$ cat config.mk
export PLATFORM = sky130hd
export DESIGN_NAME = issue_ctrl
export DESIGN_NICKNAME = d
export VERILOG_FILES = /design/src/rtl/issue_ctrl_pkg.sv /design/src/rtl/issue_ctrl_fifo.sv /design/src/rtl/issue_ctrl.sv
export SDC_FILE = /design/constraint.sdc
export NUM_CORES = 1
export LEC_CHECK = 0
export BUFFER_PORTS_ARGS = -buffer_cell sky130_fd_sc_hd__buf_2
export CAP_MARGIN = 10
export CORE_ASPECT_RATIO = 0.75
export CORE_UTILIZATION = 55
export CTS_CLUSTER_SIZE = 28
export DETAILED_ROUTE_END_ITERATION = 6
export HOLD_SLACK_MARGIN = 0.06
export PLACE_DENSITY = 0.73
export SYNTH_ARGS = -nofsm -noshare
export SYNTH_HDL_FRONTEND = slang
export SYNTH_SLANG_ARGS = --single-unit
$ cat constraint.sdc
create_clock -name clk -period 4.2 [get_ports clk]
set_input_delay 0.42 -clock clk [delete_from_list [all_inputs] [get_ports clk]]
set_output_delay 0.42 -clock clk [all_outputs]
set_load 0.01 [all_outputs]
$ cat src/rtl/issue_ctrl_pkg.sv
// Shared types and opcode helpers for the front-end issue controller.
// The buffered fetch entry layout is defined once here so FIFO and control agree on it.
package issue_ctrl_pkg;

    localparam logic [6:0] LOAD_OP  = 7'b0000011;
    localparam logic [6:0] STORE_OP = 7'b0100011;

    typedef struct packed {
        logic        pred_taken;
        logic [31:0] pc;
        logic [31:0] inst;
    } fetch_entry_t;

    localparam int ENTRY_W = $bits(fetch_entry_t);

    function automatic logic is_mem_op(input logic [31:0] inst);
        return (inst[6:0] == LOAD_OP) || (inst[6:0] == STORE_OP);
    endfunction

endpackage

$ cat src/rtl/issue_ctrl_fifo.sv
// Circular instruction buffer: DEPTH entries, push/pop/clear, occupancy count.
// Storage is reset so the head read port never shows X.
module inst_fifo #(
    parameter int DEPTH = 4,
    parameter int PTR_W = 2,
    parameter int WIDTH = 65
) (
    input  logic             clk,
    input  logic             rst_n,
    input  logic             clear,
    input  logic             push,
    input  logic             pop,
    input  logic [WIDTH-1:0] wdata,
    output logic [WIDTH-1:0] rdata,
    output logic [PTR_W:0]   count
);

    logic [WIDTH-1:0] mem [DEPTH];
    logic [PTR_W-1:0] wr_ptr;
    logic [PTR_W-1:0] rd_ptr;

    // Pointer, count and storage update; clear discards any same-edge push or pop.
    always_ff @(posedge clk or negedge rst_n) begin
        if (!rst_n) begin
            wr_ptr <= '0;
            rd_ptr <= '0;
            count  <= '0;
            for (int i = 0; i < DEPTH; i++) begin
                mem[i] <= '0;
            end
        end else if (clear) begin
            wr_ptr <= '0;
            rd_ptr <= '0;
            count  <= '0;
        end else begin
            if (push) begin
                mem[wr_ptr] <= wdata;
                wr_ptr      <= wr_ptr + {{(PTR_W-1){1'b0}}, 1'b1};
            end
            if (pop) begin
                rd_ptr <= rd_ptr + {{(PTR_W-1){1'b0}}, 1'b1};
            end
            case ({push, pop})
                2'b10:   count <= count + {{PTR_W{1'b0}}, 1'b1};
                2'b01:   count <= count - {{PTR_W{1'b0}}, 1'b1};
                default: count <= count;
            endcase
        end
    end

    assign rdata = mem[rd_ptr];

endmodule

$ cat src/rtl/issue_ctrl.sv
// Issue controller: buffers fetched instructions and releases the head to decode
// only when downstream resources can take it; a flush drains and blocks issue briefly.
module issue_ctrl
    import issue_ctrl_pkg::*;
#(
    parameter int DEPTH        = 4,
    parameter int PTR_W        = 2,
    parameter int FLUSH_CYCLES = 2
) (
    input  logic             clk,
    input  logic             rst_n,
    input  logic             in_fetch_valid,
    input  logic [31:0]      in_fetch_inst,
    input  logic [31:0]      in_fetch_pc,
    input  logic             in_fetch_pred_taken,
    output logic             out_fetch_ready,
    input  logic             in_rob_full,
    input  logic             in_rs_full,
    input  logic             in_lsq_full,
    input  logic             in_flush,
    output logic             out_decode_ena,
    output logic [31:0]      out_inst,
    output logic [31:0]      out_pc,
    output logic             out_pred_taken,
    output logic             out_stall,
    output logic [PTR_W:0]   out_count
);

    typedef enum logic [1:0] {
        ST_RUN     = 2'd0,
        ST_FLUSH   = 2'd1,
        ST_RECOVER = 2'd2
    } state_t;

    localparam int               CNT_W      = (FLUSH_CYCLES > 1) ? $clog2(FLUSH_CYCLES) : 1;
    localparam logic [CNT_W-1:0] RELOAD     = CNT_W'(FLUSH_CYCLES - 1);
    localparam logic [PTR_W:0]   FULL_COUNT = (PTR_W+1)'(DEPTH);

    state_t           state;
    state_t           state_nxt;
    logic [CNT_W-1:0] rec_cnt;
    logic [CNT_W-1:0] rec_cnt_nxt;
    logic             ready;
    logic             ready_nxt;
    logic [PTR_W:0]   count;
    logic [PTR_W:0]   count_nxt;
    logic             push;
    logic             pop;
    logic             issue_ok;
    fetch_entry_t     head;
    fetch_entry_t     wr_entry;
    logic [ENTRY_W-1:0] head_raw;

    assign wr_entry = '{pred_taken: in_fetch_pred_taken, pc: in_fetch_pc, inst: in_fetch_inst};
    assign push     = in_fetch_valid && ready;
    assign pop      = issue_ok;

    inst_fifo #(
        .DEPTH (DEPTH),
        .PTR_W (PTR_W),
        .WIDTH (ENTRY_W)
    ) u_fifo (
        .clk   (clk),
        .rst_n (rst_n),
        .clear (in_flush),
        .push  (push),
        .pop   (pop),
        .wdata (wr_entry),
        .rdata (head_raw),
        .count (count)
    );

    assign head = fetch_entry_t'(head_raw);

    // Issue gate: the ROB/RS/LSQ full flags already leave one slot of slack for decode latency.
    always_comb begin
        issue_ok = 1'b0;
        if ((state == ST_RUN) && !in_flush && (count != '0)) begin
            issue_ok = !in_rob_full && !in_rs_full && !(is_mem_op(head.inst) && in_lsq_full);
        end else begin
            issue_ok = 1'b0;
        end
    end

    // Flush/recovery sequencing: FLUSH itself is the first blocked cycle after in_flush falls.
    always_comb begin
        state_nxt   = state;
        rec_cnt_nxt = rec_cnt;
        if (in_flush) begin
            state_nxt = ST_FLUSH;
        end else begin
            case (state)
                ST_RUN: state_nxt = ST_RUN;
                ST_FLUSH: begin
                    if (RELOAD == '0) begin
                        state_nxt = ST_RUN;
                    end else begin
                        state_nxt   = ST_RECOVER;
                        rec_cnt_nxt = RELOAD;
                    end
                end
                ST_RECOVER: begin
                    if ((rec_cnt == '0) || (rec_cnt == CNT_W'(1))) begin
                        state_nxt   = ST_RUN;
                        rec_cnt_nxt = '0;
                    end else begin
                        rec_cnt_nxt = rec_cnt - CNT_W'(1);
                    end
                end
                default: begin
                    state_nxt   = ST_RUN;
                    rec_cnt_nxt = '0;
                end
            endcase
        end
    end

    // Fetch-ready is computed one edge ahead so the output is a plain flop.
    always_comb begin
        count_nxt = count;
        if (in_flush) begin
            count_nxt = '0;
        end else begin
            case ({push, pop})
                2'b10:   count_nxt = count + {{PTR_W{1'b0}}, 1'b1};
                2'b01:   count_nxt = count - {{PTR_W{1'b0}}, 1'b1};
                default: count_nxt = count;
            endcase
        end
        ready_nxt = (state_nxt == ST_RUN) && (count_nxt < FULL_COUNT);
    end

    // Control state registers.
    always_ff @(posedge clk or negedge rst_n) begin
        if (!rst_n) begin
            state   <= ST_RUN;
            rec_cnt <= '0;
            ready   <= 1'b0;
        end else begin
            state   <= state_nxt;
            rec_cnt <= rec_cnt_nxt;
            ready   <= ready_nxt;
        end
    end

    assign out_fetch_ready = ready;
    assign out_decode_ena  = issue_ok;
    assign out_inst        = head.inst;
    assign out_pc          = head.pc;
    assign out_pred_taken  = head.pred_taken;
    assign out_count       = count;
    assign out_stall       = (state == ST_RUN) && (count != '0) && !issue_ok && !in_flush;

endmodule

==> impl_metrics.toml, run 1 <==
[hold_path]
min-delay-start = "in_flush"
hp-class = "in2reg"
whs_path_depth = 1
hold_path_end = "state[0]"

[placed_design]
pre_cts_ws_ns = 0.893
dp.cells = 1076
io_buffers = 142
globalplace.congestion = 0.737
dpl_cell_area_mm2 = 0.0127
hpwl_um = 14700

[logic_synthesis]
syn_inst = 687
ys_seq_elements = 270
yosysWarnings = 0
syn_nets = 766
synth_ff_type = "dfrtp_1"
synth_edf_count = 0
synthArstFlopShare_pct = 100
ys_seq_area_share_pct = 57.8
avgSynthCellArea_um2 = 17.0
synth.distinct_cells = 30
syn_area_mm2 = 0.0117

[run_status]
status = "complete, no violations"

[routing]
routed_wirelength_um = 23800
route.met2.wl_um = 11900
ant_nets = 0
top_layer = "met5"
wl_met1_um = 9920
dr.pass1.iters = 4
dr_wl_met3_um = 1420
drc = 0
num_vias = 6478
drtIter0Drc = 279
wl_per_cell_um = 21.2
avgViaCountPerCell = 5.77

[timing]
setup_viol = 0
final.setup_skew_ns = 0.0108
worst_slew_pin_slew_ns = 1.09
drv_slew = 0
tns_ns = 0
fin_crit_sh_pct = 78.0
slew_headroom_pct = 27.5
fmax_mhz = 305
fin_crit_ns = 3.28
rsz0062_at_grt = "false"
worst_slack_ns = 0.924
hold-worst-slack_ns = 0.143
hold_violations = 0

[clocking]
cts_buffers = 26
hold_buffers = 1
cts_root_buf = "clkbuf_16"
cts_tree = "yes"
clock_path_buffers = 3
cts-resized-gates = 0
clk_latency_ns = 0.52
post-cts-setup-buffers = 0
cts_sinks = 270
cts_max_level = 1
path_clk_slew_ns = 0.06

[floorplan]
dieArea_mm2 = 0.0218
initial_utilization_pct = 56.8
core_mm2 = 0.0206
die_w_um = 170
die_y_um = 128
rows = 45
ioPinCount = 143

[setup_path]
critPathMaxFanout = 15
r2r_start = "u_fifo.rd_ptr[0]"
cp.arrival_ns = 3.68
setup.worst_path.class = "reg2reg"
endpoint_kind = "flop"
start_kind = "flop"
r2r-end = "out_fetch_ready"
reg2reg_slack_ns = 0.92
cp.required_ns = 4.60
r2r_cells = 10

[finish]
fin_area_mm2 = 0.0136
area_delta_synth_final_pct = 16.7
drive_above_1_share_pct = 62.6
final_cells = 1123
final_util_pct = 66.3
nNetsFinal = 902

[global_routing]
antenna_found_initial = 4
grt_overflow = 0
grt_max_degree = 101
grt_pass1_wl_um = 39100
grt_usage_pct = 23.3
grt_pass1_vias = 7348

[pwr]
p_int_mw = 5.06
clockPowerShare_pct = 37.7
pwr-share-comb_pct = 15.2
max-vdd-ir-drop_v = 0.000292
leakagePower_nw = 6.61
power_frac_seq_pct = 47.0
switchingPower_mw = 1.55
power_switching_share_pct = 23.5
p_per_area_mw_per_mm2 = 485
p_total_mw = 6.61

[flow_run]
maxCapViolCount = 0
how the worst max path moves through the flow:
stage,from,slack (ns),endpoint,depth (start not counted)
floorplan,u_fifo.rd_ptr[0],1.21,out_fetch_ready,12
global placement,u_fifo.rd_ptr[0],0.98,out_fetch_ready,10
detailed placement,u_fifo.rd_ptr[0],0.89,out_fetch_ready,10
CTS,u_fifo.rd_ptr[0],0.89,out_fetch_ready,10
global route,u_fifo.rd_ptr[0],0.76,out_fetch_ready,10
finish,u_fifo.rd_ptr[0],0.92,out_fetch_ready,10
cells in the final DEF (no fill, tap or decap), types with 2 or more instances in the layout:
cell / instances
dfrtp_1: 268
inv_1: 4
nand2_4: 4
mux4_2: 62
nand2_1: 3
clkbuf_8: 7
clkbuf_16: 27
nor3_1: 3
buf_2: 141
xnor2_1: 2
nor2_1: 5
clkinvlp_4: 2
mux4_1: 3
clkinv_2: 3
bufinv_16: 4
mux2_2: 260
nor2b_1: 2
ha_1: 6
clkbuf_1: 2
buf_4: 8
dfrtp_4: 2
a21oi_1: 5
sequential cells by signal, indices dropped and copies added (netlist names):
| signal | cells |
|---|---|
| out_fetch_ready | 1 |
| u_fifo.mem | 260 |
| state | 2 |
| u_fifo.rd_ptr | 2 |
| u_fifo.count | 3 |
| u_fifo.wr_ptr | 2 |
layer usage:
metal | vias to the layer above | global-route usage (%)
li1 | 2841 | -
met1 | 3443 | 30.2
met2 | 150 | 39.6
met3 | 40 | 5.34
met4 | 4 | 6.47
met5 | - | 0
cell families (layout without fill, tap and decap cells):
kind of cell,after synthesis,after routing,share of synthesized area (%)
adder cells (fa/ha/maj),7,7,0.814
XOR/XNOR,2,2,0.150
buffers and inverters,48,201,1.73
flip-flops,270,270,57.8
AND/OR/NAND/NOR,26,26,1.20
AO/OA/AOI/OAI,7,7,0.364
other,0,1,0
multiplexers,327,327,37.9
cell type report:
| cell class | instances | area, µm² |
|---|---|---|
| fillers | 1386 | 6920 |
| flip-flops and latches | 270 | 6760 |
| repair buffers | 152 | 811 |
| clock buffers | 36 | 779 |
| inverters | 4 | 15.0 |
| well taps | 282 | 353 |
| clock inverters | 9 | 150 |
| multi-input cells | 369 | 4750 |
| diodes | 1 | 2.50 |
synthesized netlist by cell type, drive strengths merged, types with 4 or more instances:
master,number,share of area (%)
nor2,5,0.16
nand2,7,0.22
ha,6,0.64
mux2,261,25
buf,11,0.55
inv,4,0.13
nor3,4,0.21
mux4,65,13
clkbuf,33,1.1
dfrtp,270,58
a21oi,5,0.21
power by group through the flow:
| stage | Combinational (mW) | Clock (mW) | Sequential, mW |
|---|---|---|---|
| finish | 1.01 | 2.49 | 3.11 |
| global route | 1.10 | 2.67 | 3.16 |
| CTS | 1.03 | 2.55 | 3.11 |
| detailed placement | 1.02 | 0 | 3.16 |
| global placement | 0.973 | 0 | 3.12 |
| floorplan | 0.647 | 0 | 3.09 |
critical path, cell delays in order (launching register included):
cell	delay, ns
dfrtp_4	0.60
mux4_1	0.60
and4b_1	0.31
a211oi_2	0.10
and2_4	0.19
ha_1	0.24
fa_1	0.39
xnor2_1	0.14
or3_1	0.31
a21oi_1	0.20
nor3_1	0.06
No activity file was read; power rests on OpenSTA's default activity.
==> run 2, diff against run 1 <==
--- a/config.mk
+++ b/config.mk
@@ -5,14 +5,15 @@
 export SDC_FILE = /design/constraint.sdc
 export NUM_CORES = 1
 export LEC_CHECK = 0
+export ABC_AREA = 1
 export BUFFER_PORTS_ARGS = -buffer_cell sky130_fd_sc_hd__buf_2
 export CAP_MARGIN = 10
 export CORE_ASPECT_RATIO = 0.75
-export CORE_UTILIZATION = 55
+export CORE_UTILIZATION = 52
 export CTS_CLUSTER_SIZE = 28
 export DETAILED_ROUTE_END_ITERATION = 6
 export HOLD_SLACK_MARGIN = 0.06
-export PLACE_DENSITY = 0.73
+export PLACE_DENSITY = 0.72
 export SYNTH_ARGS = -nofsm -noshare
 export SYNTH_HDL_FRONTEND = slang
 export SYNTH_SLANG_ARGS = --single-unit
==> constraint.sdc (replaced) <==
create_clock -name clk -period 2.66 [get_ports clk]
set_input_delay 0.266 -clock clk [delete_from_list [all_inputs] [get_ports clk]]
set_output_delay 0.266 -clock clk [all_outputs]
set_load 0.01 [all_outputs]
==> impl_metrics.toml, run 2 <==
[pwr]
p_per_area_mw_per_mm2 = 738
power_switching_share_pct = 26.8
switchingPower_mw = 2.81
clockPowerShare_pct = 37.3
pwr-share-comb_pct = 16.2
power_frac_seq_pct = 46.5
max-vdd-ir-drop_v = 0.000468
leakagePower_nw = 7.16
p_int_mw = 7.67

[logic_synthesis]
yosysMostFrequentCell = "o21ai_0"
synth-compound-area-share_pct = 19.5
synth_top_family_by_area = "compound AO/OA/AOI/OAI gates"
synthMuxAreaShare_pct = 0
syn_nets = 1446
syn_area_mm2 = 0.0117
syn_inst = 1367
synth-xor-area-share_pct = 0.0748
yosys.area.top_type = "dfrtp_1"
synthAdderAreaFrac_pct = 0.812
synthArstFlopShare_pct = 100
synthTopCellsByCount = "373 x o21ai_0, 313 x nand2_1, 270 x dfrtp_1, 129 x nor2_1, 83 x inv_1"
ys_seq_area_share_pct = 57.7
synth_edf_count = 0
avgSynthCellArea_um2 = 8.56
synth_simple_gate_area_share_pct = 15.2
yosysWarnings = 0
ys_top_cells_by_area = "dfrtp_1 58%, o21ai_0 16%, nand2_1 10%, nor2_1 4.1%, o22ai_1 3.2%"
synth.distinct_cells = 25
synth_ff_type = "dfrtp_1"
synth_top_area_share_pct = 57.7
ys_seq_elements = 270

[setup_path]
crit_top_cell = "nand2_1"
path_delay_family = "simple AND/OR/NAND/NOR gates"
crit_slowest_cell = "dfrtp_4"
critPathMaxFanout = 6
start_kind = "flop"
endpoint_kind = "flop"
crit_chain = "buf_4 -> nand2_1 -> nand3_1 -> nand2_2 -> nand2_2 -> nor2_2 -> nand2_1 -> nand3_2 -> inv_2 -> ha_2 -> fa_2 -> nor2_1 -> nor2_1 -> nand2_1 -> nand2_1 -> nor2_1 -> nor2_1 -> nand2_1 -> inv_1"
cp.buffers_inverters = 3
cp.required_ns = 3.08
cp.arrival_ns = 2.97
max_stage_delay_ns = 0.51
setup.worst_path.class = "reg2reg"

[timing]
worst_slew_pin_slew_ns = 0.568
setup_viol = 0
rsz0062_at_grt = "true"
fmax_mhz = 393
worst_slack_ns = 0.112
tns_ns = 0
hold-worst-slack_ns = 0.0734
drv_slew = 0
hold_violations = 0
fin_crit_sh_pct = 95.8
slew_headroom_pct = 62.2
final.setup_skew_ns = 0.00618
fin_crit_ns = 2.55

[flow_run]
maxCapViolCount = 0

[finish]
final_util_pct = 64.4
top_register = "u_fifo.mem"
drive_above_1_share_pct = 15.1
n_antenna_cell = 0
nNetsFinal = 1605
layout_commonest_cell = "o21ai_0"
final_cell_mix = "373 x o21ai_0, 307 x nand2_1, 268 x dfrtp_1, 141 x buf_2, 128 x nor2_1"
top_regs = "u_fifo.mem (260), u_fifo.count (3)"
final_cells = 1835
area_delta_synth_final_pct = 21.3
largest_reg_flops = 260

[routing]
ant_nets = 0
avgViaCountPerCell = 5.38
drc = 0
num_vias = 9878
drtIter0Drc = 786
wl_per_cell_um = 15.9
routed_wirelength_um = 29100
dr.pass1.iters = 5

[clocking]
cts_root_buf = "clkbuf_16"
cts_max_level = 1
clock_path_buffers = 3
cts_buffers = 27
path_clk_slew_ns = 0.06
cts_tree = "yes"
cts_sinks = 270
clk_latency_ns = 0.52

[run_status]
status = "complete, no violations"

[hold_path]
hp-class = "in2reg"

[placed_design]
globalplace.congestion = 0.799
dp.cells = 1732
hpwl_um = 17000
io_buffers = 142
pre_cts_ws_ns = 0.00274

[floorplan]
dieArea_mm2 = 0.0231
die_w_um = 175
core_mm2 = 0.0221
die_y_um = 132
initial_utilization_pct = 53.1
ioPinCount = 143
rows = 47

[global_routing]
grt_max_degree = 89
grt_overflow = 0
grt_pass1_vias = 9395
antenna_found_initial = 0
grt_pass1_wl_um = 48300
grt_usage_pct = 25.5
==> run 2: cell types whose count changed in the layout (fill, tap and decap cells not counted), moves of 62 or more <==
cell | previous run | this run
mux4_2 | 62 | 0
nand2_1 | 3 | 307
o21ai_0 | 1 | 373
nor2_1 | 5 | 128
mux2_2 | 260 | 0
inv_1 | 4 | 82
==> run 2: path summary, 6_finish.rpt <==
kind                                    to              from  slack, ns  depth (start not counted)
min in group asynchronous   u_fifo.mem[63]             rst_n       0.30                          2
min                        u_fifo.mem[139]  in_fetch_inst[9]       0.07                          3
max in group asynchronous  u_fifo.mem[105]             rst_n       1.63                          3
max                        out_fetch_ready  u_fifo.rd_ptr[0]       0.11                         19
max reg2reg                out_fetch_ready  u_fifo.rd_ptr[0]       0.11                         19
min reg2reg                u_fifo.mem[145]   u_fifo.mem[145]       0.48                          2
==> run 2: layer usage <==
metal / track usage, % / share of wire [%] / up-vias
li1: - / - / 4807
met1: 37.7 / 47 / 4718
met2: 40.0 / 45 / 319
met3: 3.86 / 5.9 / 34
met4: 5.70 / 2.0 / 0
met5: 0 / 0 / -
==> run 2: per-stage QoR <==
stage | instance area [µm²] | power (mW)
2_1_floorplan | 11700 | 5.85
4_1_cts | 14200 | 10.5
3_5_place_dp | 12700 | 6.56
5_1_grt | 14200 | 11.0
3_3_place_gp | 12700 | 6.51
6_report | 14200 | 10.5
==> run 2: power by group through the flow <==
| stage | Combinational (mW) | Sequential (mW) | Clock (mW) |
|---|---|---|---|
| floorplan | 0.981 | 4.87 | 0 |
| global placement | 1.59 | 4.92 | 0 |
| detailed placement | 1.63 | 4.93 | 0 |
| CTS | 1.70 | 4.87 | 3.98 |
| global route | 1.93 | 4.93 | 4.12 |
| finish | 1.70 | 4.87 | 3.91 |
==> run 2: final cells by class <==
type,instances,area (µm²)
fillers,1832,7850
flip-flops and latches,270,6760
multi-input cells,913,4210
repair buffers,229,1630
clock buffers,38,797
well taps,294,368
inverters,85,322
clock inverters,6,108
==> run 2: worst register-to-register path, stage by stage (launching register included) <==
cell,delay (ns)
dfrtp_4,0.51
buf_4,0.17
nand2_1,0.05
nand3_1,0.09
nand2_2,0.10
nand2_2,0.07
nor2_2,0.10
nand2_1,0.08
nand3_2,0.08
inv_2,0.05
ha_2,0.21
fa_2,0.35
nor2_1,0.13
nor2_1,0.07
nand2_1,0.05
nand2_1,0.04
nor2_1,0.14
nor2_1,0.05
nand2_1,0.06
inv_1,0.03
==> run 2: timing repair <==
action	CTS	global route
endpoints found under the hold margin	209	0
hold buffers	53	0
buffers inserted	4	2
pin swaps	0	1
setup endpoints to repair	2	11
gates resized for setup	0	10
==> run 2: cell families (layout without fill, tap and decap cells) <==
logic type,after synthesis,count (layout)
xor+xnor,1,1
flops,270,270
buf+inv,184,358
compound gates,442,442
fa+ha+maj,7,7
simple gates,463,463
